**config.mk**
```make
export PLATFORM = sky130hd
export DESIGN_NAME = muldiv_unit
export DESIGN_NICKNAME = d
export VERILOG_FILES = /design/src/rtl/riscv_pkg.sv /design/src/rtl/muldiv_operand_prep.sv /design/src/rtl/muldiv_unit.sv
export SDC_FILE = /design/constraint.sdc
export NUM_CORES = 1
export LEC_CHECK = 0
export CAP_MARGIN = 15
export CORE_AREA = 3 3 271 140
export CTS_CLUSTER_SIZE = 30
export DETAILED_ROUTE_END_ITERATION = 16
export DIE_AREA = 0 0 274 143
export GPL_TIMING_DRIVEN = 1
export PLACE_DENSITY = 0.77
export SETUP_SLACK_MARGIN = 0.1
export SKIP_LAST_GASP = 1
export SLEW_MARGIN = 10
export SYNTH_ARGS = -nofsm -noshare
export SYNTH_HDL_FRONTEND = slang
export SYNTH_SLANG_ARGS = --single-unit
```
**constraint.sdc**
```tcl
create_clock -name clk_i -period 5.1 [get_ports clk_i]
set_input_delay 1.53 -clock clk_i [delete_from_list [all_inputs] [get_ports clk_i]]
set_output_delay 1.53 -clock clk_i [all_outputs]
set_load 0.02 [all_outputs]
```
**src/rtl/riscv_pkg.sv**
```systemverilog
// Shared RV32M encodings and state types for the iterative multiply/divide unit.
package riscv_pkg;

  localparam int XLEN = 32;
  localparam logic [6:0] FUNCT7_MULDIV = 7'b0000001;

  typedef enum logic [2:0] {
    OP_MUL    = 3'b000,
    OP_MULH   = 3'b001,
    OP_MULHSU = 3'b010,
    OP_MULHU  = 3'b011,
    OP_DIV    = 3'b100,
    OP_DIVU   = 3'b101,
    OP_REM    = 3'b110,
    OP_REMU   = 3'b111
  } muldiv_op_e;

  typedef enum logic [1:0] {
    IDLE = 2'd0,
    CALC = 2'd1,
    FIX  = 2'd2,
    DONE = 2'd3
  } muldiv_state_e;

endpackage

```
**src/rtl/muldiv_operand_prep.sv**
```systemverilog
// Operand conditioning: per-op signedness, magnitudes, result sign flags and
// the divide special cases that bypass iteration entirely.
module muldiv_operand_prep #(
  parameter int XLEN = 32
) (
  input  logic [2:0]      funct3,
  input  logic [XLEN-1:0] operand_a,
  input  logic [XLEN-1:0] operand_b,
  output logic [XLEN-1:0] mag_a,
  output logic [XLEN-1:0] mag_b,
  output logic            neg_res,
  output logic            neg_rem,
  output logic            special,
  output logic [XLEN-1:0] special_res
);
  import riscv_pkg::*;

  muldiv_op_e op;
  logic       a_signed;
  logic       b_signed;
  logic       a_neg;
  logic       b_neg;
  logic       div_zero;
  logic       overflow;

  always_comb begin
    op       = muldiv_op_e'(funct3);
    a_signed = (op == OP_MULH) || (op == OP_MULHSU) || (op == OP_DIV) || (op == OP_REM);
    b_signed = (op == OP_MULH) || (op == OP_DIV) || (op == OP_REM);
    a_neg    = a_signed && operand_a[XLEN-1];
    b_neg    = b_signed && operand_b[XLEN-1];
    // The most negative value negates to itself, which is still the correct unsigned magnitude.
    mag_a    = a_neg ? (~operand_a + 1'b1) : operand_a;
    mag_b    = b_neg ? (~operand_b + 1'b1) : operand_b;
    neg_res  = a_neg ^ b_neg;
    neg_rem  = a_neg;

    div_zero = funct3[2] && (operand_b == '0);
    overflow = ((op == OP_DIV) || (op == OP_REM)) &&
               (operand_a == {1'b1, {(XLEN-1){1'b0}}}) && (operand_b == '1);
    special  = div_zero || overflow;

    special_res = '0;
    if (div_zero) begin
      special_res = funct3[1] ? operand_a : '1;
    end else if (overflow) begin
      special_res = funct3[1] ? '0 : operand_a;
    end
  end

endmodule

```
**src/rtl/muldiv_unit.sv**
```systemverilog
// Iterative RV32M multiply/divide: 32 shift-add or restoring-divide steps,
// one sign-fix cycle, then a one-cycle done pulse.
module muldiv_unit #(
  parameter int XLEN = 32
) (
  input  logic            clk_i,
  input  logic            rst_ni,
  input  logic            start_i,
  input  logic [2:0]      funct3_i,
  input  logic [XLEN-1:0] operand_a_i,
  input  logic [XLEN-1:0] operand_b_i,
  output logic            busy_o,
  output logic            done_o,
  output logic [XLEN-1:0] result_o
);
  import riscv_pkg::*;

  localparam int CNT_W = $clog2(XLEN);

  muldiv_state_e     state, state_next;
  logic [CNT_W-1:0]  count;
  muldiv_op_e        op_q;
  logic              neg_res_q;
  logic              neg_rem_q;
  logic [2*XLEN-1:0] acc;
  logic [2*XLEN-1:0] mcand;
  logic [XLEN-1:0]   quo;
  logic [XLEN-1:0]   divisor;
  logic [XLEN-1:0]   rem;

  logic [XLEN-1:0]   mag_a, mag_b, special_res, fix_res;
  logic              neg_res, neg_rem, special, accept;
  logic [XLEN:0]     rem_shift, rem_diff;
  logic [2*XLEN-1:0] prod_fix;
  logic [XLEN-1:0]   quo_fix, rem_fix;

  muldiv_operand_prep #(.XLEN(XLEN)) u_prep (
    .funct3      (funct3_i),
    .operand_a   (operand_a_i),
    .operand_b   (operand_b_i),
    .mag_a       (mag_a),
    .mag_b       (mag_b),
    .neg_res     (neg_res),
    .neg_rem     (neg_rem),
    .special     (special),
    .special_res (special_res)
  );

  assign accept = start_i && ((state == IDLE) || (state == DONE));

  always_comb begin
    state_next = state;
    case (state)
      IDLE, DONE: begin
        if (start_i)           state_next = special ? DONE : CALC;
        else if (state == DONE) state_next = IDLE;
      end
      CALC:    if (count == CNT_W'(XLEN-1)) state_next = FIX;
      FIX:     state_next = DONE;
      default: state_next = IDLE;
    endcase
    busy_o = (state == CALC) || (state == FIX);
    done_o = (state == DONE);
  end

  always_comb begin
    rem_shift = {rem, quo[XLEN-1]};
    rem_diff  = rem_shift - {1'b0, divisor};
    prod_fix  = neg_res_q ? (~acc + 1'b1) : acc;
    quo_fix   = neg_res_q ? (~quo + 1'b1) : quo;
    rem_fix   = neg_rem_q ? (~rem + 1'b1) : rem;
    fix_res   = '0;
    case (op_q)
      OP_MUL:                        fix_res = prod_fix[XLEN-1:0];
      OP_MULH, OP_MULHSU, OP_MULHU:  fix_res = prod_fix[2*XLEN-1:XLEN];
      OP_DIV, OP_DIVU:               fix_res = quo_fix;
      default:                       fix_res = rem_fix;
    endcase
  end

  always_ff @(posedge clk_i) begin
    if (!rst_ni) begin
      state    <= IDLE;
      count    <= '0;
      result_o <= '0;
    end else begin
      state <= state_next;
      if (accept)              count <= '0;
      else if (state == CALC)  count <= count + 1'b1;
      if (accept && special)   result_o <= special_res;
      else if (state == FIX)   result_o <= fix_res;
    end
  end

  // quo holds the multiplier (shifting out LSB-first) or the dividend turning into the quotient.
  always_ff @(posedge clk_i) begin
    if (accept) begin
      op_q      <= muldiv_op_e'(funct3_i);
      neg_res_q <= neg_res;
      neg_rem_q <= neg_rem;
      acc       <= '0;
      mcand     <= {{XLEN{1'b0}}, mag_a};
      quo       <= funct3_i[2] ? mag_a : mag_b;
      divisor   <= mag_b;
      rem       <= '0;
    end else if (state == CALC) begin
      if (op_q[2]) begin
        if (!rem_diff[XLEN]) begin
          rem <= rem_diff[XLEN-1:0];
          quo <= {quo[XLEN-2:0], 1'b1};
        end else begin
          rem <= rem_shift[XLEN-1:0];
          quo <= {quo[XLEN-2:0], 1'b0};
        end
      end else begin
        if (quo[0]) acc <= acc + mcand;
        mcand <= mcand << 1;
        quo   <= quo >> 1;
      end
    end
  end

endmodule

```
* After elaboration in Yosys (flattened, before gate mapping)
Cells that the tools add are included.
** Storage, ports and cells
- Bits in registers :: 268
- Input bits :: 70
- Output and inout bits :: 34
- Logic and storage cells :: 102
** Cells by class
- Add/subtract/negate cells :: 8
- Eq/ne operators :: 18
- Multiplexer cells :: 26
- Bitwise logic cells :: 8
- Reduce and logical (&&, ||, !) cells :: 30
** Operator list (number)
- $mux W32 :: 18
- $add A32 B1 Y32 const B :: 4
- $not A32 Y32 :: 4
- $pmux W32 S3 :: 1
- $add A64 B1 Y64 const B :: 1
- $add A64 B64 Y64 :: 1
- $eq A32 B32 Y1 const B :: 2
- $mux W64 :: 1
- $not A64 Y64 :: 1
- $sub A33 B32 Y33 :: 1
- $logic_not A32 Y1 :: 1
- $eq A3 B3 Y1 const B :: 4
- $eq A3 B2 Y1 const B :: 3
- $logic_or A1 B1 Y1 :: 9
- $mux W2 :: 4
- $reduce_and A2 Y1 :: 4
- $logic_and A1 B1 Y1 :: 7
- $eq A3 B1 Y1 const B :: 2
- $pmux W2 S3 :: 1
- $reduce_or A2 Y1 :: 3
- $add A5 B1 Y5 const B :: 1
- $eq A5 B5 Y1 const B :: 1
- $eq A2 B2 Y1 const B :: 2
- $reduce_bool A2 Y1 :: 2
- other kinds (11) :: 12

* Longest topological paths before layout
- Depth in word-level cells :: 8
- Gate-level depth with buffers :: 14
- Mapped depth without buffers :: 13

* Hierarchy
A second synthesis with hierarchy kept.
** Unflattened totals
- Cells, all modules :: 2734
- Area total of the unflattened synthesis :: 21677.0 µm²
** By module, submodules not included
- muldiv_unit :: instances 1, cells an instance 2459, area an instance 19809.0 µm², seq. area each 6376.1 µm²
- muldiv_operand_prep :: instances 1, cells an instance 275, area an instance 1868.0 µm², seq. area each 0.0 µm²

* Worst setup path before layout
OpenSTA, ideal clock, no wires.
- Kind :: input to register
- Start :: input operand_b_i[10]
- End :: register result_o[10]
- Library setup time :: 0.137 ns
- Data arrival time :: 4.353 ns
- Required time :: 4.963 ns
- Setup slack :: 0.611 ns
- Stages :: 10
- Path buffers :: 2
- Cells stage by stage :: or4_1 or4_1 or2_2 nor4_2 and4b_1 o21ai_0 nand2_1 clkbuf_1 clkbuf_1 a31oi_1
** On the way
- Word-level cells in the longest chain between the ends :: 5
- Elaborated cells between the ends (all ways) :: 10
- Those cells by class :: 1 x eq/ne; 3 x mux; 6 x reduce/logical
** RTL lines
- start, declared :: line muldiv_unit.sv:11 : input logic [XLEN-1:0] operand_b_i,
- $eq A32 B32 Y1 / $logic_not A32 Y1 (equally long branches) :: line muldiv_operand_prep.sv:40, muldiv_operand_prep.sv:38
- $logic_and A1 B1 Y1 (on tied branches) :: line muldiv_operand_prep.sv:40, muldiv_operand_prep.sv:38
- $mux W32 / $logic_or A1 B1 Y1 (equally long branches) :: line muldiv_operand_prep.sv:46, muldiv_operand_prep.sv:41
- $mux W32 / $logic_and A1 B1 Y1 (equally long branches) :: line muldiv_operand_prep.sv:44, muldiv_unit.sv:90
- $mux W32 / $reduce_bool A2 Y1 (equally long branches)
- end signal, assigned :: line muldiv_unit.sv:90 : if (accept && special) result_o <= special_res;
- end signal, assigned :: line muldiv_unit.sv:91 : else if (state == FIX) result_o <= fix_res;
- end, declared :: line muldiv_unit.sv:14 : output logic [XLEN-1:0] result_o
Several ways; a longest one is shown, not always the timed one.
A chain may end at the register's enable or synchronous reset.

* Worst setup path in the final report
- Start :: input operand_b_i[10]
- End :: register result_o[26]
The elaborated chain is that of the path after synthesis.

==> results.txt <==
The run finished with clean final reports. The area share of and/or/nand/nor cells after synthesis came out at 0.194. Of the synthesized area, sequential elements account for 0.299. Summed over all cells, the static leakage comes to 9.27 nW. The number of vias after detailed routing is 21800. In this run, distinct cell masters in the synthesized netlist total 80. The maximum number of pins on one net before global-route repair came out at 81.

For this design the top-level I/O count stands at 104. The synthesized instance count came out at between 2000 and 3000. The share of the clock period used by the worst path after layout came out at 0.884. Setup repair after global routing left no endpoint under its margin. Of the post-synthesis cell area, the dominant cell type holds 0.157. TritonCTS built the clock tree. The total CTS buffers came out at 26. Data arrives at the worst endpoint at ~5.0 ns. The share of synthesized flip-flops with an asynchronous set or reset is 0.

The multiplexer area fraction after synthesis is 0.0344. The floorplan step defined a die boundary enclosing a little under 40000 um2. The cell type with the highest aggregate area in the netlist is sky130_fd_sc_hd__dfxtp_1. The area fraction in compound gates after synthesis is 0.263. The mean instance size in the synthesized netlist is 7.78 um2. Derived from the worst setup path, the maximum achievable clock frequency is ~220 MHz. The fill cell total of the finished layout came out at 3128. By area the synthesized netlist is led by sky130_fd_sc_hd__dfxtp_1, sky130_fd_sc_hd__edfxtp_1, sky130_fd_sc_hd__a21oi_1. The clock reaches the later pin of the worst-skew pair after 0.58 ns. The number of nets handed over by synthesis was 2920. For the pin with the worst max-slew slack, the measured transition is approximately 1.0 ns. The final sum of negative setup slack came out at 0 ns. The warning count from the yosys run is 0.

The total detailed-routing wirelength came out at about 74 mm. The width of the die is 274 um. The combinational cell fraction of total power came out at 0.607. The cell-internal power is 7.95 mW. The final routed wire length divided by cell count came out at 22.6 um. The number of endpoints failing setup at the final stage came out at 0. The reported max-cap violation count is 0. The iteration-0 DRC count of the detailed router is 3048. The clock root buffer is sky130_fd_sc_hd__clkbuf_16.

The utilization of the core after routing is 0.662. The number of placement rows came out at 49. The total DRC errors in the routed layout came out at 0. The tightest slew margin relative to the limit came out at 0.303.

The final weighted congestion in routability-driven placement is roughly 1.0. The initial antenna violation count came out at 5. The net count reported at finish is 2928. The via count of the first global-routing pass came out at ~19000.

The count of hold-fix buffers inserted at cts is 0. The required time of the worst setup path came out at 5.55 ns. The part of the total power dissipated in the clock network came out at 0.132.

Of the total power, registers draw 0.261. After clock tree synthesis, the setup repair step added 0 buffers. The switching power of the nets came out at 8.17 mW. The shortest period the worst path allows came out at 4.51 ns. In the global route stage, overall resource usage came out at 0.367.

The most common cell in the synthesized netlist is sky130_fd_sc_hd__nand2_1. The number of gates given a new drive strength after cts came out at 0. The number of max-slew violations in the final report came out at 0. The clock tree buffer depth came out at 3. After floorplanning, the core was sized to cover between 30000 and 40000 um2. The first-pass GRT wire length came out at 113 mm. The CTS clock-pin slew for the worst setup and hold paths came out at about 0.070 ns. The clock drives 268 sinks. During placement, the flow inserted port buffers numbering 103.

For this design the ratio of total power to cell area is 682 nW/um2. The main combinational cell family by area after synthesis is compound AO/OA/AOI/OAI gates. The smallest setup slack after layout came out at a little under 0.6 ns.

The worst IR drop on VDD came out at 0.000388 V. The estimated wirelength of the detail-placed design came out at around 55 mm. The beginning of the worst register-to-register path is acc[2]. The worst hold path begins at mcand[56].

The worst setup path is of the primary input to flip-flop kind. The number of iterations in the first detailed-routing pass came out at 6. The sum of overflow across all layers after global routing is 0. Tracing the worst setup path back leads to its startpoint at operand_b_i[10]. The post-synthesis share of cell area spent on xor and xnor gates is 0.101. The worst hold path belongs to the class flip-flop to flip-flop.

STA classifies the critical path endpoint as a flip-flop. The number of vias per cell is 6.69. The fraction of final layout cells with drive strength greater than 1 came out at 0.0441.

STA classifies the critical path startpoint as a primary input. The number of storage elements in the synthesis netlist came out at around 270. The post-synth design cell area came out at 21300 um2.

The residual antenna-violating net count after detailed routing came out at 0. In the synthesized netlist the dominant register cell turns out to be sky130_fd_sc_hd__dfxtp_1. The count of final hold-check violations is 0. Of the total power, the share spent switching nets is 0.507. The number of H-tree branching levels came out at 1. The largest driver fanout on the critical path is 8.

Across the routed clock network, the largest skew measured is 0.0273 ns. The number of synthesized flops with an enable pin is a little over 100. The area added between synthesis and finish is 10.7%.

The vertical die dimension is 143 um. For this configuration, the core starts out at a cell density of 0.598. Of the total synthesized cell area, the portion taken by full adders, half adders and majority gates is 0.0645.

The setup slack after placement is 0.0692 ns. Ranked by instance count, the synthesized netlist is headed by sky130_fd_sc_hd__nand2_1, sky130_fd_sc_hd__a21oi_1, sky130_fd_sc_hd__o21ai_0.
cells in the final DEF (no fill, tap or decap), types with 53 or more instances in the layout:
| cell type | synthesis | layout |
|---|---|---|
| sky130_fd_sc_hd__a21o_1 | 57 | 57 |
| sky130_fd_sc_hd__a21oi_1 | 298 | 298 |
| sky130_fd_sc_hd__clkdlybuf4s50_1 | 0 | 102 |
| sky130_fd_sc_hd__dfxtp_1 | 167 | 167 |
| sky130_fd_sc_hd__edfxtp_1 | 101 | 101 |
| sky130_fd_sc_hd__ha_1 | 106 | 106 |
| sky130_fd_sc_hd__inv_1 | 68 | 67 |
| sky130_fd_sc_hd__mux2i_1 | 71 | 71 |
| sky130_fd_sc_hd__nand2_1 | 360 | 358 |
| sky130_fd_sc_hd__nor2_1 | 188 | 187 |
| sky130_fd_sc_hd__nor3_1 | 59 | 58 |
| sky130_fd_sc_hd__o21ai_0 | 272 | 271 |
| sky130_fd_sc_hd__o31ai_1 | 53 | 53 |
| sky130_fd_sc_hd__xnor2_1 | 139 | 138 |
| sky130_fd_sc_hd__xor2_1 | 108 | 108 |
cell families (layout without fill, tap and decap cells):
family / after synthesis / count (layout)
xor gates and xnor gates: 247 / 247
muxes: 73 / 73
buffers and inverters: 238 / 265
DFF: 268 / 268
adders and majority gates: 109 / 109
and+or+nand+nor: 880 / 880
other: 0 / 1
AOI/OAI and AO/OA: 927 / 927
power groups by stage:
stage / Combinational (mW) / Sequential, mW / Clock (mW)
floorplan: 6.85 / 3.83 / 0
global placement: 9.31 / 4.16 / 0
detailed placement: 9.44 / 4.17 / 0
CTS: 9.49 / 4.14 / 2.13
global route: 10.6 / 4.26 / 2.22
finish: 9.79 / 4.20 / 2.13
path summary, 6_finish.rpt:
check	end	slack, ns	cells past startpoint
worst max-delay path	result_o[26]	0.59	11
worst min-delay path	mcand[57]	0.47	2
worst max register to register	result_o[25]	1.01	9
worst min register to register	mcand[57]	0.47	2
final cells by class:
type | count | area (um2) | share of cell area
Antenna cell | 1 | 2.50 | 0.000106
Clock buffer | 41 | 830 | 0.0351
Clock inverter | 6 | 78.8 | 0.00334
Inverter | 69 | 262 | 0.0111
Multi-Input combinational cell | 2236 | 14100 | 0.595
Sequential cell | 268 | 6380 | 0.270
Tap cell | 484 | 606 | 0.0256
Timing Repair Buffer | 149 | 1420 | 0.0602
state kept, by name (all words and copies together), names as in the netlist:
name / count
neg_res_q: 1
neg_rem_q: 1
mcand: 64
quo: 32
op_q: 3
divisor: 32
count: 5
result_o: 32
rem: 32
state: 2
acc: 64
critical path: stages:
cell                              delay, ns
sky130_fd_sc_hd__clkdlybuf4s50_1       0.47
sky130_fd_sc_hd__or4_1                 0.60
sky130_fd_sc_hd__or4_1                 0.50
sky130_fd_sc_hd__or2_2                 0.34
sky130_fd_sc_hd__nor4_2                0.31
sky130_fd_sc_hd__and4b_1               0.37
sky130_fd_sc_hd__o21ai_2               0.15
sky130_fd_sc_hd__buf_4                 0.21
sky130_fd_sc_hd__and3_1                0.24
sky130_fd_sc_hd__o2111ai_1             0.10
sky130_fd_sc_hd__o21ai_0               0.13
per-layer routing:
layer	global-route usage	share of wire	vias up
met5	0	0.00042	-
met4	0.106	0.032	6
met3	0.0749	0.12	163
met2	0.550	0.42	1314
met1	0.535	0.42	10300
li1	-	-	10000
per-stage QoR:
stage          total power, mW  std cells  hold WS (ns)  cell area, um2
2_1_floorplan             10.7       2742         0.449           21300
3_3_place_gp              13.5       3206         0.459           22700
3_5_place_dp              13.6       3206         0.464           22700
4_1_cts                   15.8       3253         0.471           23600
5_1_grt                   17.1       3254         0.488           23600
6_report                  16.1       3254         0.472           23600
(Power assumes the default switching activity.)
